<file path="src/rtl/control_ascensor_pkg.sv">
// rtl/control_ascensor_pkg.sv - shared types and sizing helpers for the elevator controller
package pkg_ascensor;

  typedef enum logic [1:0] {
    REPOSO   = 2'd0,
    SUBIENDO = 2'd1,
    BAJANDO  = 2'd2,
    PUERTA   = 2'd3
  } estado_t;

  localparam int N_PISOS_DEF = 10;

  // Width needed to index n items; never below one bit.
  function automatic int ancho(input int n);
    return (n > 1) ? $clog2(n) : 1;
  endfunction

  function automatic int ancho_cuenta(input int a, input int b);
    return ancho((a > b) ? a : b);
  endfunction

  localparam int PISO_W = ancho(N_PISOS_DEF);

endpackage

</file>
<file path="src/rtl/temporizador_ascensor.sv">
// rtl/temporizador_ascensor.sv - loadable down-counter shared by travel and door timing
module temporizador_ascensor #(
  parameter int ANCHO = 8
) (
  input  logic             clk,
  input  logic             reset_n,
  input  logic             carga_i,
  input  logic [ANCHO-1:0] valor_i,
  input  logic             habilita_i,
  output logic             cero_o
);

  localparam logic [ANCHO-1:0] UNO = {{(ANCHO-1){1'b0}}, 1'b1};

  logic [ANCHO-1:0] cuenta_q, cuenta_d;

  // Load wins over decrement; the count parks at zero until reloaded.
  always_comb begin
    cuenta_d = cuenta_q;
    if (carga_i) begin
      cuenta_d = valor_i;
    end else if (habilita_i && (cuenta_q != '0)) begin
      cuenta_d = cuenta_q - UNO;
    end
  end

  always_ff @(posedge clk) begin
    if (!reset_n) begin
      cuenta_q <= '0;
    end else begin
      cuenta_q <= cuenta_d;
    end
  end

  assign cero_o = (cuenta_q == '0);

endmodule

</file>
<file path="src/rtl/control_ascensor.sv">
// rtl/control_ascensor.sv - collective-scan elevator car controller; ASCENSOR_EMERGENCIA_EN adds the parada stop input
module control_ascensor
  import pkg_ascensor::*;
#(
  parameter int N_PISOS       = N_PISOS_DEF,
  parameter int TIEMPO_PISO   = 50,
  parameter int TIEMPO_PUERTA = 100
) (
  input  logic                       clk,
  input  logic                       reset_n,
`ifdef ASCENSOR_EMERGENCIA_EN
  input  logic                       parada,
`endif
  input  logic [N_PISOS-1:0]         solicitudes_final,
  output logic [N_PISOS-1:0]         solicitudes_inicial,
  output logic [ancho(N_PISOS)-1:0]  piso_actual,
  output logic                       motor_sube,
  output logic                       motor_baja,
  output logic                       puerta_abierta,
  output logic                       direccion
);

  localparam int PW = ancho(N_PISOS);
  localparam int TW = ancho_cuenta(TIEMPO_PISO, TIEMPO_PUERTA);
  localparam logic [PW-1:0] PISO_UNO  = {{(PW-1){1'b0}}, 1'b1};
  localparam logic [TW-1:0] T_PISO    = TW'(TIEMPO_PISO - 1);
  localparam logic [TW-1:0] T_PUERTA  = TW'(TIEMPO_PUERTA - 1);

  logic congelado;
`ifdef ASCENSOR_EMERGENCIA_EN
  assign congelado = parada;
`else
  assign congelado = 1'b0;
`endif

  estado_t           estado_q, estado_d;
  logic [PW-1:0]     piso_q, piso_d;
  logic              dir_q, dir_d;
  logic              prev_puerta_q;
  logic [N_PISOS-1:0] pend_q, pend_d, servido;

  logic              arriba, abajo, aqui;
  estado_t           dec_estado;
  logic              dec_dir;
  logic              carga;
  logic [TW-1:0]     valor;
  logic              cero;

  always_comb begin
    arriba  = 1'b0;
    abajo   = 1'b0;
    servido = '0;
    for (int i = 0; i < N_PISOS; i++) begin
      if (i > int'(piso_q)) arriba = arriba | pend_q[i];
      if (i < int'(piso_q)) abajo  = abajo  | pend_q[i];
      if ((estado_q == PUERTA) && (i == int'(piso_q))) servido[i] = 1'b1;
    end
  end

  assign aqui   = pend_q[piso_q];
  assign pend_d = solicitudes_final & ~servido;

  // Keep going the current way while there is work that way; otherwise turn.
  always_comb begin
    dec_estado = REPOSO;
    dec_dir    = dir_q;
    if (dir_q && arriba) begin
      dec_estado = SUBIENDO;
    end else if (!dir_q && abajo) begin
      dec_estado = BAJANDO;
    end else if (arriba) begin
      dec_estado = SUBIENDO;
      dec_dir    = 1'b1;
    end else if (abajo) begin
      dec_estado = BAJANDO;
      dec_dir    = 1'b0;
    end
  end

  always_comb begin
    estado_d = estado_q;
    piso_d   = piso_q;
    dir_d    = dir_q;
    carga    = 1'b0;
    valor    = T_PISO;
    case (estado_q)
      REPOSO: begin
        if (aqui) begin
          estado_d = PUERTA;
          carga    = 1'b1;
          valor    = T_PUERTA;
        end else begin
          estado_d = dec_estado;
          dir_d    = dec_dir;
          carga    = (dec_estado != REPOSO);
        end
      end
      SUBIENDO, BAJANDO: begin
        if (cero) begin
          piso_d = (estado_q == SUBIENDO) ? piso_q + PISO_UNO : piso_q - PISO_UNO;
          carga  = 1'b1;
          // Only requests already registered can stop the car at the new floor.
          if (pend_q[piso_d]) begin
            estado_d = PUERTA;
            valor    = T_PUERTA;
          end
        end
      end
      PUERTA: begin
        if (prev_puerta_q && solicitudes_final[piso_q]) begin
          carga = 1'b1;
          valor = T_PUERTA;
        end else if (cero) begin
          estado_d = dec_estado;
          dir_d    = dec_dir;
          carga    = (dec_estado != REPOSO);
        end
      end
      default: estado_d = REPOSO;
    endcase
  end

  temporizador_ascensor #(
    .ANCHO (TW)
  ) u_temporizador (
    .clk        (clk),
    .reset_n    (reset_n),
    .carga_i    (carga & ~congelado),
    .valor_i    (valor),
    .habilita_i (~congelado),
    .cero_o     (cero)
  );

  always_ff @(posedge clk) begin
    if (!reset_n) begin
      pend_q        <= '0;
      piso_q        <= '0;
      estado_q      <= REPOSO;
      dir_q         <= 1'b1;
      prev_puerta_q <= 1'b0;
    end else begin
      pend_q <= pend_d;
      if (!congelado) begin
        estado_q      <= estado_d;
        piso_q        <= piso_d;
        dir_q         <= dir_d;
        prev_puerta_q <= (estado_q == PUERTA);
      end
    end
  end

  assign solicitudes_inicial = pend_q;
  assign piso_actual         = piso_q;
  assign direccion           = dir_q;
  assign motor_sube          = (estado_q == SUBIENDO) & ~congelado;
  assign motor_baja          = (estado_q == BAJANDO)  & ~congelado;
  assign puerta_abierta      = (estado_q == PUERTA)   & ~congelado;

endmodule

</file>
<file path="config.mk">
export PLATFORM = sky130hd
export DESIGN_NAME = control_ascensor
export DESIGN_NICKNAME = d
export VERILOG_FILES = /design/src/rtl/control_ascensor_pkg.sv /design/src/rtl/temporizador_ascensor.sv /design/src/rtl/control_ascensor.sv
export SDC_FILE = /design/constraint.sdc
export NUM_CORES = 1
export LEC_CHECK = 0
export CAP_MARGIN = 20
export CORE_MARGIN = 2
export CORE_UTILIZATION = 51
export CTS_BUF_LIST = sky130_fd_sc_hd__clkbuf_4
export CTS_CLUSTER_DIAMETER = 200
export DETAILED_ROUTE_END_ITERATION = 10
export GPL_ROUTABILITY_DRIVEN = 0
export HOLD_SLACK_MARGIN = 0.1
export PLACE_DENSITY = 0.79
export SLEW_MARGIN = 5
export SYNTH_ARGS = -nofsm -noshare
export SYNTH_HDL_FRONTEND = slang
export SYNTH_SLANG_ARGS = --single-unit
</file>
<file path="constraint.sdc">
create_clock -name clk -period 2.44 [get_ports clk]
set_input_delay 0.488 -clock clk [delete_from_list [all_inputs] [get_ports clk]]
set_output_delay 0.488 -clock clk [all_outputs]
set_load 0.03 [all_outputs]
</file>
# After elaboration in Yosys (flattened, before gate mapping)
# Cells that the tools add are included.
[op_classes]
addsub = 3
n_bitwise = 19
eq_ne = 17
magnitude_cmp = 21
n_reduce_logical = 25
n_mux = 66
[op_table]
columns = ["op", "n"]
rows = [
  ["$mux 1", 43],
  ["$mux 7", 6],
  ["$eq 4x4->1 const A", 6],
  ["$pmux 7 s3", 1],
  ["$mux 2", 9],
  ["$or 1x1->1", 17],
  ["$gt 3x4->1 const A", 4],
  ["$lt 3x4->1 const A", 4],
  ["$logic_and 1x1->1", 13],
  ["$bmux 1 s4", 3],
  ["$and 10x10->10", 1],
  ["$lt 4x5->1 const B", 2],
  ["$not 10->10", 1],
  ["$eq 3x4->1 const A", 2],
  ["$gt 2x4->1 const A", 2],
  ["$gt 4x4->1 const A", 2],
  ["$lt 1x4->1 const A", 2],
  ["$lt 2x4->1 const A", 2],
  ["$lt 4x4->1 const A", 2],
  ["$ne 2x2->1 const B", 4],
  ["$reduce_and 4->1", 2],
  ["$logic_not 7->1", 1],
  ["$reduce_bool 7->1", 1],
  ["$sub 7x1->7 const B", 1],
  ["other kinds (17)", 20],
]
[word_totals]
register_bits = 25
wordCells = 157
output_inout_bits = 18

# Longest topological paths before layout
[logic_depth]
ltp_word = 29
ltp_mapped = 12

# Modules after synthesis
# Synthesis repeated with hierarchy kept, for this count alone.
[hier_totals]
cells_unflattened = 244
area_unflattened_um2 = 2042.0
[modules_own_cells]
columns = ["module", "cells_per_inst", "area_per_inst_um2", "n_inst", "seq_area_each_um2"]
rows = [
  ["control_ascensor", 197, 1622.8, 1, 360.3],
  ["temporizador_ascensor", 47, 419.2, 1, 140.1],
]

# Least setup slack after synthesis
# Ideal clock, no wire load.
[synth_path]
path_type = "register to register"
from = "register piso_q[1] (netlist: piso_actual[1])"
to = "register u_temporizador.cuenta_q[4]"
n_path_buf = 2
required_ps = 2337
period_less_slack_ps = 2798
arrival_time_ps = 2694
slack_ps = -358
path_stages_with_launch = 12
path_cell_list = "dfxtp_1 buf_6 buf_2 inv_1 ha_1 xnor2_1 mux4_2 mux2i_1 o211ai_2 o21ai_1 a211oi_1 a2111oi_2"
[synth_via]
elab_chain_cells = 29
[synth_lines]
columns = ["item", "line_no", "rtl"]
rows = [
  ["start: declaration", "control_ascensor.sv:37", "logic [PW-1:0] piso_q, piso_d;"],
  ["start signal: assignment", "control_ascensor.sv:145", "piso_q <= piso_d;"],
  ["$lt 1x4->1", "control_ascensor.sv:55", "if (i < int'(piso_q)) abajo = abajo | pend_q[i];"],
  ["$mux 1", "control_ascensor.sv:55", ""],
  ["$or 1x1->1", "control_ascensor.sv:55", ""],
  ["$mux 1", "control_ascensor.sv:55", ""],
  ["$or 1x1->1", "control_ascensor.sv:55", ""],
  ["$mux 1", "control_ascensor.sv:55", ""],
  ["$or 1x1->1", "control_ascensor.sv:55", ""],
  ["$mux 1", "control_ascensor.sv:55", ""],
  ["(+13 left out)", "-", ""],
  ["$mux 2", "control_ascensor.sv:71", "end else if (arriba) begin"],
  ["$mux 2", "control_ascensor.sv:69", "end else if (!dir_q && abajo) begin"],
  ["$mux 2", "control_ascensor.sv:67", "if (dir_q && arriba) begin"],
  ["$reduce_bool 2->1", "control_ascensor.sv:95, control_ascensor.sv:116", ""],
  ["$mux 1", "control_ascensor.sv:113", "end else if (cero) begin"],
  ["$mux 1", "control_ascensor.sv:110", "if (prev_puerta_q && solicitudes_final[piso_q]) begin"],
  ["$pmux 1 s3", "control_ascensor.sv:86", "case (estado_q)"],
  ["$mux 7 or $reduce_bool 2->1 (tied branches)", "-", ""],
  ["end signal: assignment", "temporizador_ascensor.sv:31", "cuenta_q <= cuenta_d;"],
  ["end: declaration", "temporizador_ascensor.sv:15", "logic [ANCHO-1:0] cuenta_q, cuenta_d;"],
]
# Several ways; a longest one is shown, not always the timed one. The select of a mux whose other input is x is not followed.
# A chain may end at the register's enable or synchronous reset.

# Worst setup path after layout
[layout_path]
from = "register piso_q[1] (netlist: piso_actual[1])"
to = "register u_temporizador.cuenta_q[6]"
# The elaborated chain is that of the path after synthesis.

==> impl_metrics.yaml <==
clock_network:
  cts_made_buffers: 3
  worst_skew_pair.late_latency_ps: 330
  cts_sinks: 25
  cts_hold_buf: 0
  cts_tree: "done"
  clockBufferDepth: 2
  root_buffer: "clkbuf_4"
  htree_levels: 1
  clkTransAtPathRegs_ps: 140
synthesis:
  synth_cells: 257
  synth_area_leader_cell: "dfxtp_1"
  async_flop_share_pct: 0
  synth_area_leaders: "dfxtp_1 (24%), mux2i_1 (6.3%), a21oi_1 (5.8%)"
  yosys_warnings: 0
  synth_edf_count: 0
  synth_cell_type_count: 61
  synth_seq_area_share_pct: 24.1
  synth.most_common_cell: "nand2_1"
  synth_area_per_cell_sq_um: 8.10
  synth_area_sq_um: 2080
  post_synth_most_frequent_cells: "nand2_1 (29), dfxtp_1 (25), a21oi_1 (24)"
  ys_ff_latch: 25
  synthFlopType: "dfxtp_1"
  synth.top_cell.area_share_pct: 24.1
  synth_nets: 278
critical_path:
  cp.required_ps: 2660
  cp_cell_sequence: "inv_1 -> ha_4 -> xnor2_2 -> mux4_2 -> mux2i_1 -> o211ai_2 -> o21bai_1 -> a21oi_1 -> a21oi_1"
  critPathCaptureType: "register"
  worstSetupPathType: "reg -> reg"
  critPathSlowestCell: "dfxtp_4"
  critPathMostFrequentCell: "a21oi_1"
  slowest_delay_ps: 470
  rr_worst_depth: 9
  crit_arrival_ps: 2540
  r2r_slack_ps: 120
  cp-start-kind: "register"
  worstReg2RegStart: "piso_actual[1]"
  crit_start: "piso_actual[1]"
  timing.rr.end: "u_temporizador.cuenta_q[6]"
  crit_path_max_fanout: 12
die:
  pin_count: 30
  die-height_microns: 67.9
  start_util_pct: 52.4
  row_count: 23
  die_w_microns: 67.9
  dieArea_sq_um: 4610
  core_area_sq_um: 3970
finish:
  multi_input_comb_area_sq_um: 1450
  stdcell_count: 339
  final_util_pct: 63.2
  drive_gt1_share_pct: 18.0
  diodes: 0
  fillers: 355
  final_nets: 311
  area_growth_pct: 20.7
  seqCellArea_sq_um: 508
place:
  place_ws_ps: 2.31
  dp_cells: 333
  port-buffer-count: 29
  hpwl_microns: 4310
grt:
  grtUsageTotal_pct: 26.8
  grt_overflow: 0
  grt_pass1_wl_microns: 9330
  grt_pass1_vias: 1901
  antenna_found_initial: 0
  grt_start_max_net_pins: 21
drt:
  final_antenna_net_count: 0
  drc: 0
  totalWireLength_microns: 5830
  avgViaCountPerCell: 6.20
  wire_per_inst_microns: 17.2
  drtIter0Drc: 180
  num_vias: 2101
  firstDrtPassIters: 5
pwr:
  p_total_uw: 2800
  pwr_density_cell_nw_per_um2: 1110
  p_leak_uw: 0.000946
  ir_drop_uv: 722
hold_path:
  min_to: "direccion"
  min_path_type: "reg -> reg"
  hold_depth: 1
  min_from: "direccion"
outcome:
  status: "complete, no violations"
timing:
  worst_slack_ps: 115
  finalClockSkew_ps: 4.10
  max_slew_margin_pct: 70.7
  setup_viol: 0
  drv_slew: 0
  fin_crit_ps: 2320
  hold_viol: 0
  fmax_mhz: 430
  layout_worst_path_cycle_share_pct: 95.3
  worst_pin_slew_ps: 439
run:
  drv_cap: 0
## cell usage in the layout, fill, tap and decap left out, types with 3 or more instances in the layout
cell	count
a211oi_1	6
or3_1	4
nand3_1	9
a22oi_1	3
nand4_1	4
and3_1	4
clkbuf_4	3
inv_1	10
nor2_1	9
clkdlybuf4s50_1	29
nand2b_1	6
buf_4	17
a31oi_1	6
xnor2_1	6
a21oi_1	23
mux2i_1	13
dfxtp_2	3
nor3_1	6
nand2_1	29
ha_1	6
o21ai_0	11
dfxtp_1	21
nor2b_1	4
## worst max-delay path: cells and delay by family, from the launching register on
| kind | cells | cell delay (ps) |
|---|---|---|
| xor gates and xnor gates | 1 | 130 |
| muxes | 2 | 510 |
| buffers and inverters | 1 | 110 |
| AOI/OAI and AO/OA | 4 | 690 |
| DFF | 1 | 470 |
| adders and majority gates | 1 | 300 |
## stage by stage
| step | hold slack, ps | TNS [ps] | cell area (sq um) |
|---|---|---|---|
| floorplan | 495 | 0 | 2110 |
| global placement | 526 | -22.3 | 2440 |
| detailed placement | 529 | 0 | 2440 |
| CTS | 567 | 0 | 2480 |
| global route | 590 | -6.99 | 2510 |
| finish | 562 | 0 | 2510 |
## report_power, final
group	total (uW)	leakage, uW	switching (uW)	internal (uW)
registers	640	0.000209	138	502
logic	1960	0.000719	1100	864
clock network	194	0.0000177	132	61.6
## cell families (layout without fill, tap and decap cells)
kind of cell             count (synthesis)  in the layout  share of synthesized area [%]
AND/OR/NAND/NOR                         90             90                           24.1
multiplexers                            16             16                           8.42
buffers and inverters                   29             61                           8.06
adder cells (fa/ha/maj)                 10             10                           5.89
AO/OA/AOI/OAI                           80             80                           26.6
flip-flops                              25             25                           24.1
XOR/XNOR                                 7              7                           2.95
## timing repair
item	in CTS	in global routing
gates resized for setup	1	7
setup endpoints to repair	2	12
cloned	0	0
endpoints found under the hold margin	0	0
setup buffers	0	2
pin swaps	0	0
## worst max path at each step
stage	cells past startpoint	end
global placement	8	u_temporizador.cuenta_q[2]
finish	9	u_temporizador.cuenta_q[6]
CTS	3	motor_sube
floorplan	12	u_temporizador.cuenta_q[4]
detailed placement	8	u_temporizador.cuenta_q[3]
global route	9	estado_q[0]
## layout make-up
cell class                 instances  area share [%]
multi-input combinational        203            57.9
sequential                        25            20.2
tap                               50            2.49
clock inverter                     1           0.199
timing repair buffer              46            16.6
clock buffer                       3           0.897
inverter                          11            1.64
## state kept, by name, summed over array words and instances, names as in the netlist
register / flops
piso_actual: 4
u_temporizador.cuenta_q: 7
estado_q: 2
solicitudes_inicial: 10
direccion: 1
prev_puerta_q: 1
## routing by layer
layer  global-route usage (%)  wire length, microns  share of wire, %
met3                     3.95                   454               7.8
met1                     37.2                  2590                44
met5                        0                     0                 0
met2                     42.8                  2680                46
met4                     9.00                   107               1.8
Note: power is estimated with default switching activity, not from simulation.
